<file path="src/rtl/pipe_stage_pkg.sv">
// Shared types and constants for the elastic pipeline stage.
package pipe_stage_pkg;

    typedef enum logic [1:0] {
        EMPTY = 2'd0,
        ONE   = 2'd1,
        FULL  = 2'd2
    } stage_state_t;

    // RISC-V canonical NOP (addi x0, x0, 0), used as the IF/ID bubble instruction.
    localparam logic [31:0] RV_NOP = 32'h00000013;

endpackage

</file>
<file path="src/rtl/sat_counter.sv">
// Saturating up-counter: adds a small increment each cycle, holds at all-ones.
module sat_counter #(
    parameter int unsigned CNT_WIDTH = 32,
    parameter int unsigned INC_WIDTH = 2
) (
    input  logic                 clock,
    input  logic                 reset,
    input  logic [INC_WIDTH-1:0] inc,
    output logic [CNT_WIDTH-1:0] count
);

    localparam int unsigned SUM_WIDTH = CNT_WIDTH + INC_WIDTH;

    logic [SUM_WIDTH-1:0] sum_c;
    logic [CNT_WIDTH-1:0] count_d;

    // Widened sum so overflow is visible, then clamp to all-ones.
    always_comb begin
        sum_c   = SUM_WIDTH'(count) + SUM_WIDTH'(inc);
        count_d = sum_c[CNT_WIDTH-1:0];
        if (sum_c > SUM_WIDTH'({CNT_WIDTH{1'b1}})) begin
            count_d = {CNT_WIDTH{1'b1}};
        end
    end

    // Counter register, cleared by synchronous reset.
    always_ff @(posedge clock) begin
        if (reset) begin
            count <= '0;
        end else begin
            count <= count_d;
        end
    end

endmodule

</file>
<file path="src/rtl/pipeline_stage_elastic.sv">
// Elastic pipeline register: valid/ready stage with a main entry plus one skid
// entry, stall and flush, and a bubble payload whenever nothing is valid.
// Optional performance counters are enabled by defining PIPE_STAGE_PERF_EN.
module pipeline_stage_elastic
    import pipe_stage_pkg::*;
#(
    parameter int unsigned       WIDTH        = 96,
    parameter logic [WIDTH-1:0]  BUBBLE_VALUE = '0,
    parameter int unsigned       CNT_WIDTH    = 32
) (
    input  logic                 clock,
    input  logic                 reset,
    input  logic                 stall,
    input  logic                 flush,
    input  logic                 in_valid,
    output logic                 in_ready,
    input  logic [WIDTH-1:0]     in_data,
    output logic                 out_valid,
    input  logic                 out_ready,
    output logic [WIDTH-1:0]     out_data,
    output logic [1:0]           occupancy,
    output logic [CNT_WIDTH-1:0] perf_stall_cycles,
    output logic [CNT_WIDTH-1:0] perf_flush_kills
);

    stage_state_t     state_q, state_d;
    logic [WIDTH-1:0] main_q, main_d;
    logic [WIDTH-1:0] skid_q, skid_d;
    logic             in_ready_q;
    logic             out_valid_q;
    logic             in_fire;
    logic             out_fire;

    assign in_fire   = in_valid & in_ready_q;
    assign out_fire  = out_valid_q & out_ready & ~stall;

    assign in_ready  = in_ready_q;
    assign out_valid = out_valid_q;
    assign out_data  = main_q;
    assign occupancy = state_q;

    // State and storage registers; in_ready/out_valid are precomputed from next state.
    always_ff @(posedge clock) begin
        if (reset) begin
            state_q     <= EMPTY;
            main_q      <= BUBBLE_VALUE;
            skid_q      <= BUBBLE_VALUE;
            in_ready_q  <= 1'b1;
            out_valid_q <= 1'b0;
        end else begin
            state_q     <= state_d;
            main_q      <= main_d;
            skid_q      <= skid_d;
            in_ready_q  <= (state_d != FULL);
            out_valid_q <= (state_d != EMPTY);
        end
    end

    // Next-state logic; flush overrides every transfer, main falls back to the bubble.
    always_comb begin
        state_d = state_q;
        main_d  = main_q;
        skid_d  = skid_q;
        if (flush) begin
            state_d = EMPTY;
            main_d  = BUBBLE_VALUE;
        end else begin
            case (state_q)
                EMPTY: begin
                    if (in_fire) begin
                        state_d = ONE;
                        main_d  = in_data;
                    end
                end
                ONE: begin
                    if (in_fire && out_fire) begin
                        main_d = in_data;
                    end else if (in_fire) begin
                        state_d = FULL;
                        skid_d  = in_data;
                    end else if (out_fire) begin
                        state_d = EMPTY;
                        main_d  = BUBBLE_VALUE;
                    end
                end
                FULL: begin
                    if (out_fire) begin
                        state_d = ONE;
                        main_d  = skid_q;
                    end
                end
                default: begin
                    state_d = EMPTY;
                    main_d  = BUBBLE_VALUE;
                end
            endcase
        end
    end

`ifdef PIPE_STAGE_PERF_EN
    logic [1:0] stall_inc_c;
    logic [1:0] kill_inc_c;

    // Increment sources: a held valid output, and entries discarded by flush.
    always_comb begin
        stall_inc_c = {1'b0, out_valid_q & ~out_fire & ~flush};
        kill_inc_c  = flush ? occupancy : 2'd0;
    end

    sat_counter #(
        .CNT_WIDTH (CNT_WIDTH),
        .INC_WIDTH (2)
    ) u_stall_cnt (
        .clock (clock),
        .reset (reset),
        .inc   (stall_inc_c),
        .count (perf_stall_cycles)
    );

    sat_counter #(
        .CNT_WIDTH (CNT_WIDTH),
        .INC_WIDTH (2)
    ) u_kill_cnt (
        .clock (clock),
        .reset (reset),
        .inc   (kill_inc_c),
        .count (perf_flush_kills)
    );
`else
    assign perf_stall_cycles = CNT_WIDTH'(0);
    assign perf_flush_kills  = CNT_WIDTH'(0);
`endif

endmodule

</file>
<file path="config.mk">
export PLATFORM = sky130hd
export DESIGN_NAME = pipeline_stage_elastic
export DESIGN_NICKNAME = d
export VERILOG_FILES = /design/src/rtl/pipe_stage_pkg.sv /design/src/rtl/sat_counter.sv /design/src/rtl/pipeline_stage_elastic.sv
export SDC_FILE = /design/constraint.sdc
export NUM_CORES = 1
export LEC_CHECK = 0
export BUFFER_PORTS_ARGS = -buffer_cell sky130_fd_sc_hd__buf_2
export CAP_MARGIN = 20
export CORE_MARGIN = 10
export CORE_UTILIZATION = 56
export CTS_CLUSTER_DIAMETER = 80
export CTS_CLUSTER_SIZE = 8
export DETAILED_ROUTE_END_ITERATION = 8
export GPL_ROUTABILITY_DRIVEN = 0
export PLACE_DENSITY = 0.86
export SYNTH_ARGS = -nofsm -noshare
export SYNTH_HDL_FRONTEND = slang
export SYNTH_SLANG_ARGS = --single-unit
</file>
<file path="constraint.sdc">
create_clock -name clock -period 2.6 [get_ports clock]
set_input_delay 0.26 -clock clock [delete_from_list [all_inputs] [get_ports clock]]
set_output_delay 0.26 -clock clock [all_outputs]
set_load 0.01 [all_outputs]
</file>
**Word level (Yosys, flattened, before mapping)**

Index checks and enable logic that the tools add are counted.

- Output and inout bits: 164
- Flip-flop bits (word level): 196
- Input bits: 102
- Word-level logic and storage cells: 37

- Reduce and logical (&&, ||, !) cells: 6
- Equal/unequal tests: 7
- Bitwise logic cells: 6
- Multiplexer cells: 13

Operators by type and width:

| cell | number |
|---|---|
| $mux W96 | 5 |
| $pmux W96 S3 | 1 |
| $mux W2 | 6 |
| $reduce_and A4 Y1 | 2 |
| $ne A2 B2 Y1 const B | 3 |
| $ne A3 B3 Y1 const B | 2 |
| $pmux W2 S3 | 1 |
| $and A1 B1 Y1 | 3 |
| $not A1 Y1 | 3 |
| $eq A2 B1 Y1 const B | 1 |
| $eq A2 B2 Y1 const B | 1 |
| $logic_not A2 Y1 | 1 |
| $reduce_bool A2 Y1 | 1 |
| $reduce_or A2 Y1 | 1 |
| $logic_and A1 B1 Y1 | 1 |

**Logic depth before layout (Yosys ltp)**

- Depth after elaboration: 8
- Depth in mapped cells: 7
- Mapped depth without buffers: 3

**Worst setup path after synthesis**

Ideal clock, no wire load.

- Path type: reg2reg
- From: register state_q[0], in the netlist occupancy[0]
- To: register main_q[12], in the netlist out_data[12]
- Arrival time: 1.607 ns
- Slack: 0.923 ns
- Buffers on the path: 4
- Stages on the path, launching flop included: 8
- Setup time: 0.070 ns
- Cells stage by stage: dfxtp_1 -> buf_2 -> or2_2 -> a221o_1 -> buf_2 -> buf_6 -> buf_2 -> o2bb2ai_1

- Cells in the longest elaborated chain, start to end: 3
- Elaborated cells between the ends (all ways): 9
- Classes of those cells: eq/ne (6); mux (1); reduce/logical (2)

Ends and longest elaborated chain:

| item | line | RTL |
|---|---|---|
| start: declaration | pipeline_stage_elastic.sv:26 | `stage_state_t state_q, state_d;` |
| start signal: assignment | pipeline_stage_elastic.sv:51 | `state_q <= state_d;` |
| $eq A2 B1 Y1 (tied with other cells) | pipeline_stage_elastic.sv:68 | `case (state_q)` |
| $ne A3 B3 Y1 (no source line) / $ne A2 B2 Y1 (equally long branches) | -- |  |
| $reduce_and A4 Y1 (no source line) | -- |  |
| end signal: assignment | pipeline_stage_elastic.sv:52 | `main_q <= main_d;` |
| end: declaration | pipeline_stage_elastic.sv:27 | `logic [WIDTH-1:0] main_q, main_d;` |

Several ways; a longest one is shown, not always the timed one.
A chain may end at the register's enable or synchronous reset.

**Final worst setup path**

- From: register state_q[0], in the netlist occupancy[0]
- To: register main_q[67], in the netlist out_data[67]

Same word-level chain as after synthesis.

==> metrics <==
synth top area cells dfxtp_1 (45%), nand2b_1 (14%), mux2i_1 (11%), a32oi_1 (9.5%), o2bb2ai_1 (9.4%); Routed WL per cell 19.0 um; CP max stage cell a221o_4; CP max FO 54; Routed WL 23,200 um; area leader, netlist dfxtp_1; Worst setup EP type flip-flop; post-cts resize count 0; largest buffer count on any clock path 2; maxcap violations 0; M2 GR Usage 32.8%; GR Util All Layers 20.6%; syn avg cell area 10.3 sq um; Via density 5.70; Tot Pwr 6.31 mW; antenna-violating nets left 0; # DRC 0; reg-to-reg slack, setup 0.65 ns; met3 Usage GRT 7.79%; Tmin final 1.95 ns; Clock transition at path regs 0.07 ns; run status finished clean; CTS Hold Bufs 0; vias in the first global route 6,966; peak supply drop 0.000451 V; Worst Hold Path EP skid_q[8]; final number of hold-violating endpoints 0; Buf/Inv on CP 1; layout cells sized above 1 25.1%; worst hold path type in2reg; clk_skew 0.00910 ns; # port buffers 201; worst hold stages 3; Critical Path AT 2.31 ns; R2R Path Start occupancy[0]; YS warnings 0; initial DRC count 521; H-tree depth 4; Post-CTS Setup Bufs 0; Synth Cell Area 8810 sq um; RR Endpoint out_data[67]; first drt pass iteration count 5; die area 21,200 sq um; setup_tns 0 ns; layout filler cell count 1,188; Placement Rows 45; Ports 266; critical path class reg2reg; Final Max Slew Viols 0; vias 6,964; post-synth top area share 44.5%; data required time at the worst endpoint 2.96 ns; CTS tree built; CP peak stage delay 0.61 ns; initial core utilization 57.5%; Top delay family on crit path compound AO/OA/AOI/OAI gates; pin count of the biggest net entering global routing 106; element type at the critical path start flip-flop; antenna violations before repair 2; sequential area share after synthesis 44.5%; Die Width 145 um; Die Span Y 145 um; most used routing layer met2; total gr overflow 0; CTS root buf clkbuf_16; Synth-to-Final Area Change 16.1%; Tightest Pin Transition 0.744 ns; R2R cell count 4; P per Cell Area 617 nW/um^2; Pleak 3.97 nW; placeable core region 15,300 sq um; first-pass GRT wire length 36,800 um; Cells after Synth 852; total CTS buffers 17; Worst-Skew Late Latency 0.44 ns; Max Freq 513 MHz; Yosys cell types 29; count of final setup violators 0; RSZ-0062 raised after global routing no; Min-Delay Startpoint in_data[8]; Final Cycle Share 75.0%; Layout Nets 1,099; DP HPWL 14,900 um; Seq cells post-synth 196; Cell Chain, Critical Path or2_2 > a221o_4 > buf_12 > o2bb2ai_1; TritonCTS Sinks 196; grt met1 use 25.2%; Rel. slew slack 50.4%
sequential cells by signal, summed over array words and instances (netlist names):
signal	flops
out_data	96
out_valid	1
in_ready	1
skid_q	96
occupancy	2
worst register-to-register path, cell delays in order (launching register included):
cell and delay, ns:
dfxtp_1 0.42, or2_2 0.36, a221o_4 0.61, buf_12 0.28
o2bb2ai_1 0.22
final cells by class:
class / instances / area, sq um / area share [%]
multi-input combinational: 566 / 4280 / 41.9
sequential: 196 / 3920 / 38.4
timing repair buffer: 214 / 1190 / 11.7
clock buffer: 19 / 443 / 4.33
tap: 211 / 264 / 2.58
clock inverter: 12 / 106 / 1.04
inverter: 2 / 8.76 / 0.0856
antenna: 2 / 5.00 / 0.0489
power breakdown:
group	switching (mW)	internal [mW]
clock network	1.15	1.34
logic	0.389	0.290
registers	0.0541	3.09
total	1.59	4.72
synthesized netlist by cell type:
| master | number |
|---|---|
| a211o_1 | 2 |
| a21bo_2 | 1 |
| a21boi_0 | 1 |
| a21oi_1 | 1 |
| a221o_1 | 1 |
| a32oi_1 | 96 |
| and3_1 | 1 |
| and3b_1 | 1 |
| buf_2 | 25 |
| buf_4 | 65 |
| buf_6 | 3 |
| clkbuf_1 | 58 |
| conb_1 | 1 |
| dfxtp_1 | 196 |
| inv_1 | 1 |
| inv_2 | 1 |
| mux2i_1 | 96 |
| nand2b_1 | 192 |
| nand3_1 | 1 |
| nand3b_1 | 1 |
| nand4b_1 | 1 |
| nor2_1 | 3 |
| nor2b_1 | 1 |
| nor3_1 | 3 |
| o21ai_0 | 1 |
| o2bb2ai_1 | 95 |
| o2bb2ai_2 | 1 |
| o32ai_4 | 1 |
| or2_2 | 2 |
logic make-up (layout without fill, tap and decap cells):
group / after synthesis / after routing / synth area share (%)
buf+inv: 153 / 247 / 9.89
flops: 196 / 196 / 44.5
compound gates: 200 / 200 / 20.1
mux: 96 / 96 / 10.9
simple gates: 206 / 206 / 14.6
other cells: 1 / 66 / 0.0425
stage by stage:
step | hold WS [ns] | util [%] | cell area, sq um | setup slack [ns] | cells
4_1_cts | 0.0704 | 66.6 | 10200 | 0.493 | 1219
6_report | 0.0870 | 66.8 | 10200 | 0.650 | 1222
3_3_place_gp | 0.439 | 63.0 | 9650 | 0.574 | 1188
5_1_grt | 0.0785 | 66.8 | 10200 | 0.535 | 1222
2_1_floorplan | 0.369 | - | 9050 | 0.923 | 915
3_5_place_dp | 0.441 | 63.0 | 9650 | 0.508 | 1188
worst max path at each step:
stage,start,endpoint,cells after the start,slack [ns]
after global routing,occupancy[0],out_data[80],4,0.54
after floorplan,occupancy[0],out_data[12],7,0.92
final,occupancy[0],out_data[67],4,0.65
after CTS,occupancy[0],out_data[51],3,0.49
after global placement,occupancy[0],out_data[51],3,0.57
after detailed placement,occupancy[0],out_data[51],3,0.51
cells in the final DEF, fill, tap and decap left out, types with 2 or more instances in the layout:
cell type | netlist | routed
buf_12 | 0 | 7
clkbuf_16 | 0 | 17
diode_2 | 0 | 2
or2_2 | 2 | 2
nor2_1 | 3 | 3
nor3_1 | 3 | 2
inv_6 | 0 | 2
dfxtp_1 | 196 | 196
buf_2 | 25 | 200
clkinv_2 | 0 | 5
a211o_1 | 2 | 2
clkinvlp_4 | 0 | 4
a32oi_1 | 96 | 96
buf_4 | 65 | 7
conb_1 | 1 | 64
o2bb2ai_1 | 95 | 95
nand2b_1 | 192 | 192
mux2i_1 | 96 | 96
layer usage:
metal	share of wire [%]	wire, um
met4	1.6	379
met2	47	10900
met5	0	0
met1	42	9740
met3	9.1	2110
No activity file was read; power rests on OpenSTA's default activity.
